===== src/rtl/regscan_ctrl.sv =====
// -----------------------------------------------------------------------------
// regscan_ctrl
//
// Steps through the CPU temporaries/saved registers ($t0-$t7, $s0-$s7,
// $t8, $t9 = register numbers 8..25), captures the value returned by the
// register-file output mux for the selected register, and hands it to a
// display sink over a valid/ready channel. After every completed transfer the
// controller dwells in HOLD, where it either waits for a manual step or
// refresh (mode=0) or advances automatically (mode=1).
//
// Parameters
//   DWELL       cycles spent in HOLD before an automatic advance or refresh
//               (legal range 2 .. 2^26-1)
//
// Ports
//   clk         single clock, rising-edge
//   reset       synchronous, active-high
//   mode        0 = manual step, 1 = auto scan (sampled only in HOLD)
//   btn_next    single-cycle pulse, step to the next register
//   btn_prev    single-cycle pulse, step to the previous register
//   sel         register number driven to the register output mux
//   data_in     mux output for the current sel
//   disp_data   captured register value for the display sink
//   disp_valid  disp_data is valid
//   disp_ready  sink accepts disp_data
//   busy        high in every state except HOLD
//   dbg_state   current FSM state (SEL=0, LATCH=1, SEND=2, HOLD=3)
//
// Handshake (disp_valid / disp_ready): a transfer happens on a rising edge
// where disp_valid=1 and disp_ready=1. Once disp_valid is raised, disp_valid
// and disp_data stay constant until that edge; disp_valid never depends
// combinationally on disp_ready, and disp_ready may be high before
// disp_valid rises.
// -----------------------------------------------------------------------------
module regscan_ctrl #(
    parameter int unsigned DWELL = 50000000
) (
    input  logic        clk,
    input  logic        reset,
    input  logic        mode,
    input  logic        btn_next,
    input  logic        btn_prev,
    output logic [4:0]  sel,
    input  logic [31:0] data_in,
    output logic [31:0] disp_data,
    output logic        disp_valid,
    input  logic        disp_ready,
    output logic        busy,
    output logic [1:0]  dbg_state
);

    typedef enum logic [1:0] {
        ST_SEL   = 2'd0,
        ST_LATCH = 2'd1,
        ST_SEND  = 2'd2,
        ST_HOLD  = 2'd3
    } state_t;

    localparam logic [4:0]  SEL_FIRST  = 5'd8;
    localparam logic [4:0]  SEL_LAST   = 5'd25;
    localparam logic [25:0] DWELL_LAST = 26'(DWELL - 1);

    state_t      state_q;
    logic [4:0]  sel_q;
    logic [31:0] data_q;
    logic        valid_q;
    logic [25:0] cnt_q;

    // Neighbouring register numbers, wrapping inside 8..25.
    logic [4:0]  sel_next_d;
    logic [4:0]  sel_prev_d;
    logic        dwell_done;
    logic        step_next;
    logic        step_prev;

    always_comb begin
        sel_next_d = (sel_q == SEL_LAST)  ? SEL_FIRST : sel_q + 5'd1;
        sel_prev_d = (sel_q == SEL_FIRST) ? SEL_LAST  : sel_q - 5'd1;
        dwell_done = (cnt_q == DWELL_LAST);
        // Simultaneous pulses cancel; neither direction is taken.
        step_next  = btn_next & ~btn_prev;
        step_prev  = btn_prev & ~btn_next;
    end

    always_ff @(posedge clk) begin
        if (reset) begin
            state_q <= ST_SEL;
            sel_q   <= SEL_FIRST;
            data_q  <= '0;
            valid_q <= 1'b0;
            cnt_q   <= '0;
        end else begin
            case (state_q)
                // One settling cycle for the register output mux.
                ST_SEL: begin
                    state_q <= ST_LATCH;
                end

                ST_LATCH: begin
                    data_q  <= data_in;
                    valid_q <= 1'b1;
                    state_q <= ST_SEND;
                end

                // Buttons are not looked at here, so pulses are dropped.
                ST_SEND: begin
                    if (disp_ready) begin
                        valid_q <= 1'b0;
                        cnt_q   <= '0;
                        state_q <= ST_HOLD;
                    end
                end

                // mode is only consulted here; switching it does not restart
                // the dwell count already in progress.
                ST_HOLD: begin
                    cnt_q <= cnt_q + 26'd1;
                    if (mode) begin
                        if (dwell_done) begin
                            sel_q   <= sel_next_d;
                            cnt_q   <= '0;
                            state_q <= ST_SEL;
                        end
                    end else if (step_next) begin
                        sel_q   <= sel_next_d;
                        cnt_q   <= '0;
                        state_q <= ST_SEL;
                    end else if (step_prev) begin
                        sel_q   <= sel_prev_d;
                        cnt_q   <= '0;
                        state_q <= ST_SEL;
                    end else if (dwell_done) begin
                        // Manual refresh: recapture the same register.
                        cnt_q   <= '0;
                        state_q <= ST_SEL;
                    end
                end

                default: begin
                    state_q <= ST_SEL;
                end
            endcase
        end
    end

    assign sel        = sel_q;
    assign disp_data  = data_q;
    assign disp_valid = valid_q;
    assign busy       = (state_q != ST_HOLD);
    assign dbg_state  = state_q;

endmodule


===== config.mk =====
export PLATFORM = sky130hd
export DESIGN_NAME = regscan_ctrl
export DESIGN_NICKNAME = d
export VERILOG_FILES = /design/src/rtl/regscan_ctrl.sv
export SDC_FILE = /design/constraint.sdc
export NUM_CORES = 1
export LEC_CHECK = 0
export BUFFER_PORTS_ARGS = -buffer_cell sky130_fd_sc_hd__buf_2
export CORE_MARGIN = 4
export CORE_UTILIZATION = 30
export DETAILED_ROUTE_END_ITERATION = 8
export GPL_ROUTABILITY_DRIVEN = 0
export PLACE_DENSITY = 0.54
export SYNTH_ARGS = -nofsm -noshare
export SYNTH_HDL_FRONTEND = slang
export SYNTH_SLANG_ARGS = --single-unit

===== constraint.sdc =====
create_clock -name clk -period 6.2 [get_ports clk]
set_clock_uncertainty 0.2 [all_clocks]
set_input_delay 0.62 -clock clk [delete_from_list [all_inputs] [get_ports clk]]
set_output_delay 0.62 -clock clk [all_outputs]
set_load 0.01 [all_outputs]

# Yosys cells after proc, flatten, opt, wreduce, memory -nomap -nowiden

Cells that the tools add are included.

Input bits: 38
Output and inout bits: 41
Register bits: 66
Logic and storage cells: 48

Reduce and logical (&&, ||, !) cells: 7
Mux-type cells: 20
Equality and inequality tests: 9
Bitwise operators: 4
Add/subtract/negate cells: 3

Operators by type and width:

| operator              | number |
|---|---|
| $mux 26               | 5 |
| $pmux 26 s2           | 1 |
| $mux 5                | 6 |
| $add 26x1->26 const B | 1 |
| $eq 26x26->1 const B  | 1 |
| $mux 2                | 5 |
| $pmux 2 s4            | 1 |
| $add 5x1->5 const B   | 1 |
| $eq 5x4->1 const B    | 1 |
| $eq 5x5->1 const B    | 1 |
| $sub 5x1->5 const B   | 1 |
| $eq 2x2->1 const B    | 2 |
| $ne 2x2->1 const B    | 2 |
| $reduce_and 2->1      | 2 |
| $reduce_bool 2->1     | 2 |
| $reduce_and 3->1      | 1 |
| $reduce_bool 3->1     | 1 |
| $and 1x1->1           | 2 |
| $eq 2x1->1 const B    | 1 |
| $logic_not 2->1       | 1 |
| $ne 2x1->1 const B    | 1 |
| $not 1->1             | 2 |
| $pmux 1 s2            | 1 |
| $mux 1                | 1 |

# Longest topological paths before layout

Depth in word-level cells: 6
Depth in mapped cells: 7

# Worst setup path before layout

Ideal clock, no wire load.

Kind: register -> register
Start: register sel_q[0], in the netlist sel[0]
End: register sel_q[3], in the netlist sel[3]
Data arrival time: 1.762 ns
Setup time: 0.122 ns
Cell stages (with the launch flop): 8
Path slack: 4.116 ns
Path through: dfxtp_1 inv_1 ha_1 nor4bb_1 nor3_1 a2bb2oi_1 o22a_1 a311o_1

Longest elaborated chain between the ends: 5

Ends and longest elaborated chain:

| what                                             | line | text |
|---|---|---|
| from (decl)                                      | 64   | `logic [4:0] sel_q;` |
| from (signal assigned)                           | 120  | `sel_q <= sel_next_d;` |
| from (signal assigned)                           | 125  | `sel_q <= sel_next_d;` |
| from (signal assigned)                           | 129  | `sel_q <= sel_prev_d;` |
| $sub 5x1->5 / $eq 5x4->1 (equally long branches) | 78   | `sel_prev_d = (sel_q == SEL_FIRST) ? SEL_LAST : sel_q - 5'd1;` |
| $mux 5                                           | 78   |  |
| $mux 5                                           | 128  | `end else if (step_prev) begin` |
| $mux 5                                           | 124  | `end else if (step_next) begin` |
| $mux 5 *                                         | 118  | `if (mode) begin` |

Mark *: on every way between the ends. The rest lies on a longest branch, timed or not. The select of a mux whose other input is x is not followed.
A chain may end at the register's enable or synchronous reset.

# Worst setup path in the final report

Start: register cnt_q[0]
End: register cnt_q[19]

Longest elaborated chain between the ends: 6

Ends and longest elaborated chain:

| what                                                 | line     | text |
|---|---|---|
| from (decl)                                          | 67       | `logic [25:0] cnt_q;` |
| from (signal assigned)                               | 117      | `cnt_q <= cnt_q + 26'd1;` |
| $add 26x1->26 / $eq 26x26->1 (equally long branches) | 117, 79  |  |
| $mux 26 *                                            | 119, 132 |  |
| $mux 26                                              | 128      |  |
| $mux 26                                              | 124      |  |
| $mux 26 *                                            | 118      |  |
| $pmux 26 s2 *                                        | 93       | `case (state_q)` |

Mark *: on every way between the ends. The rest lies on a longest branch, timed or not.

==> impl_metrics.py <==
metrics = {
    "grt": {
        "antenna_found_initial": 0,
        "grt_pass1_vias": 2426,
        "grt.total_usage": 0.122,
        "grt_pass1_wl_mm": 11.4,
        "overflow": 0,
        "grt_max_degree": 45,
    },
    "sta": {
        "period_minus_slack_ns": 2.41,
        "hold_violations": 0,
        "rsz0062_at_grt": "no",
        "fin_crit_sh": 0.389,
        "setup_violations": 0,
        "setup_tns_ns": 0,
        "max_slew.worst_pin.slew_ns": 1.21,
        "whs_ns": 0.251,
        "fmax_mhz": 414,
        "relSlewSlack": 0.191,
        "drv_slew": 0,
    },
    "job": {
        "drv_cap": 0,
    },
    "critical_path": {
        "required_ns": 6.18,
        "critPathCapture": "cnt_q[19]",
        "critical_path_arrival_ns": 2.40,
        "startpoint_type": "flop",
        "path_class": "reg -> reg",
        "crit_path_end_kind": "flop",
        "r2r-end": "cnt_q[19]",
        "regToRegStartpoint": "cnt_q[0]",
        "crit_fanout": 24,
        "cp-startpoint": "cnt_q[0]",
        "rrSetupSlack_ns": 3.79,
        "worstRegToRegCells": 6,
    },
    "finish": {
        "final_nets": 472,
        "stdcell_count": 567,
        "area_delta_synth_final_pct": 21.7,
        "num_antenna_cells": 0,
        "final_area_um2": 3680,
        "final_layout_size_suffix_gt1_frac": 0.253,
        "fin_util": 0.377,
    },
    "detailed_routing": {
        "top_layer": "met4",
        "viasPerCell": 4.64,
        "wl_met3_um": 437,
        "vias": 2631,
        "drt-total-wl_mm": 7.14,
        "met2_length_mm": 3.25,
        "wl_met1_mm": 3.33,
        "drt_iter0_markers": 134,
        "dr.pass1.iters": 4,
        "drc": 0,
        "detail_route.wl_per_cell_um": 12.6,
        "drtAntennaViolNets": 0,
    },
    "logic_synthesis": {
        "synth_warnings": 0,
        "ys_seq_area_frac": 0.437,
        "netlist_instances": 361,
        "netlist_area_um2": 3020,
        "synth_edf_count": 0,
        "ys_ff_latch": 66,
        "synth_nets": 404,
        "async_flop_share": 0,
        "synth_flop_cell": "dfxtp_1",
        "ys_types": 52,
        "syn_area_per_cell_um2": 8.38,
    },
    "clock_network": {
        "post_cts_resized": 0,
        "cts_buffers": 9,
        "cts_setup_buffers": 0,
        "clock_latency_ns": 0.34,
        "ctsHoldBuffers": 0,
        "cts_tree": "yes",
        "clkSinkCount": 66,
        "clk_pin_slew_ns": 0.07,
        "ctsRootBufferMaster": "clkbuf_8",
        "clock_path_buffers": 2,
        "cts_max_level": 3,
    },
    "min_path": {
        "hp-class": "reg -> reg",
        "holdPathStages": 2,
    },
    "floorplan": {
        "die_x_um": 108,
        "rows": 36,
        "coreArea_um2": 9770,
        "ios": 79,
        "initial_core_util": 0.309,
        "die-area_um2": 11800,
        "fp.dieH_um": 108,
    },
    "place": {
        "place_area_um2": 3480,
        "portBuffers": 78,
        "placed_cells": 551,
        "dp_hpwl_mm": 4.99,
    },
    "outcome": {
        "status": "finished clean",
    },
    "power_and_ir_drop": {
        "ir_worst_vdd_uv": 94.4,
        "leakage_nw": 1.47,
        "power_density_nw_per_um2": 252,
    },
}
-- sequential cells by signal (all words and copies together) (netlist names) --
name,cells
cnt_q,26
disp_data,32
disp_valid,1
dbg_state,2
sel,5
-- where the power goes --
group          switching [mW]  leakage, nW  internal [mW]
sequential             0.0121        0.536          0.442
combinational          0.0643        0.828         0.0423
clock                   0.169        0.103          0.197
-- cells in the final DEF (no fill, tap or decap), drive strengths merged, types with 2 or more instances in the layout --
master	netlist	routed
a211oi	2	2
a21oi	36	36
a311oi	3	3
and3	6	6
and4	4	4
buf	7	79
clkbuf	15	10
clkinv	0	3
dfxtp	66	66
ha	5	5
inv	5	6
nand2	80	80
nand2b	2	2
nand3	9	9
nand4	4	4
nor2	36	36
nor2b	5	5
nor3	10	10
nor4	9	9
nor4b	2	2
nor4bb	2	2
o21ai	5	5
o22ai	2	2
xnor2	22	22
xor2	3	3
-- final cells by class --
type | instances | area [µm²]
multi-input combinational | 268 | 1570
inverter | 5 | 18.8
clock buffer | 10 | 138
clock inverter | 6 | 65.1
fill | 1019 | 6090
tap | 133 | 166
sequential | 66 | 1320
timing repair buffer | 79 | 398
-- kinds of logic (layout without fill, tap and decap cells) --
group,after synthesis,count (layout),synth area share
simple gates,176,176,0.296
compound gates,60,60,0.123
xor+xnor,25,25,0.0724
buf+inv,27,100,0.0434
flops,66,66,0.437
mux,2,2,0.00703
fa+ha+maj,5,5,0.0207
-- metal layers --
metal | global-route usage | up-vias
met1 | 0.154 | 1201
met5 | 0 | -
li1 | - | 1366
met4 | 0.0586 | 0
met2 | 0.193 | 52
met3 | 0.0328 | 12
-- synthesized netlist by cell type, types with 2 or more instances --
cell type,n,area share
a211oi_1,2,0.0050
a21oi_1,36,0.060
a311oi_1,2,0.0058
and3_1,5,0.010
and4_1,4,0.012
buf_2,5,0.0083
clkbuf_1,15,0.019
dfxtp_1,66,0.44
ha_1,5,0.021
inv_1,5,0.0062
nand2_1,80,0.099
nand2b_1,2,0.0041
nand3_1,8,0.013
nand4_1,4,0.0083
nor2_1,34,0.042
nor2_2,2,0.0041
nor2b_1,5,0.010
nor3_1,10,0.017
nor4_1,5,0.010
nor4_4,4,0.028
nor4b_1,2,0.0058
nor4bb_1,2,0.0066
o21ai_0,5,0.0083
o22ai_1,2,0.0041
xnor2_1,22,0.064
xor2_1,3,0.0087
-- stage by stage --
stage,power (mW),setup WS [ns]
floorplan,0.529,4.12
global placement,0.572,3.76
detailed placement,0.573,3.69
CTS,0.944,3.69
global route,0.975,3.44
finish,0.928,3.79
-- worst min path at each step --
stage / from / endpoint
floorplan: cnt_q[23] / cnt_q[23]
global placement: disp_data[20] / disp_data[20]
detailed placement: disp_data[12] / disp_data[12]
CTS: disp_data[1] / disp_data[1]
global route: disp_data[7] / disp_data[7]
finish: disp_data[27] / disp_data[27]
-- critical path, cell delays in order (launching register included) --
cell and delay [ns]:
dfxtp_1 0.39, ha_1 0.18, nand3_1 0.13, nor2_1 0.22
a311oi_2 0.20, o21bai_2 0.82, nor2_1 0.11
Note: power is estimated with default switching activity, not from simulation.
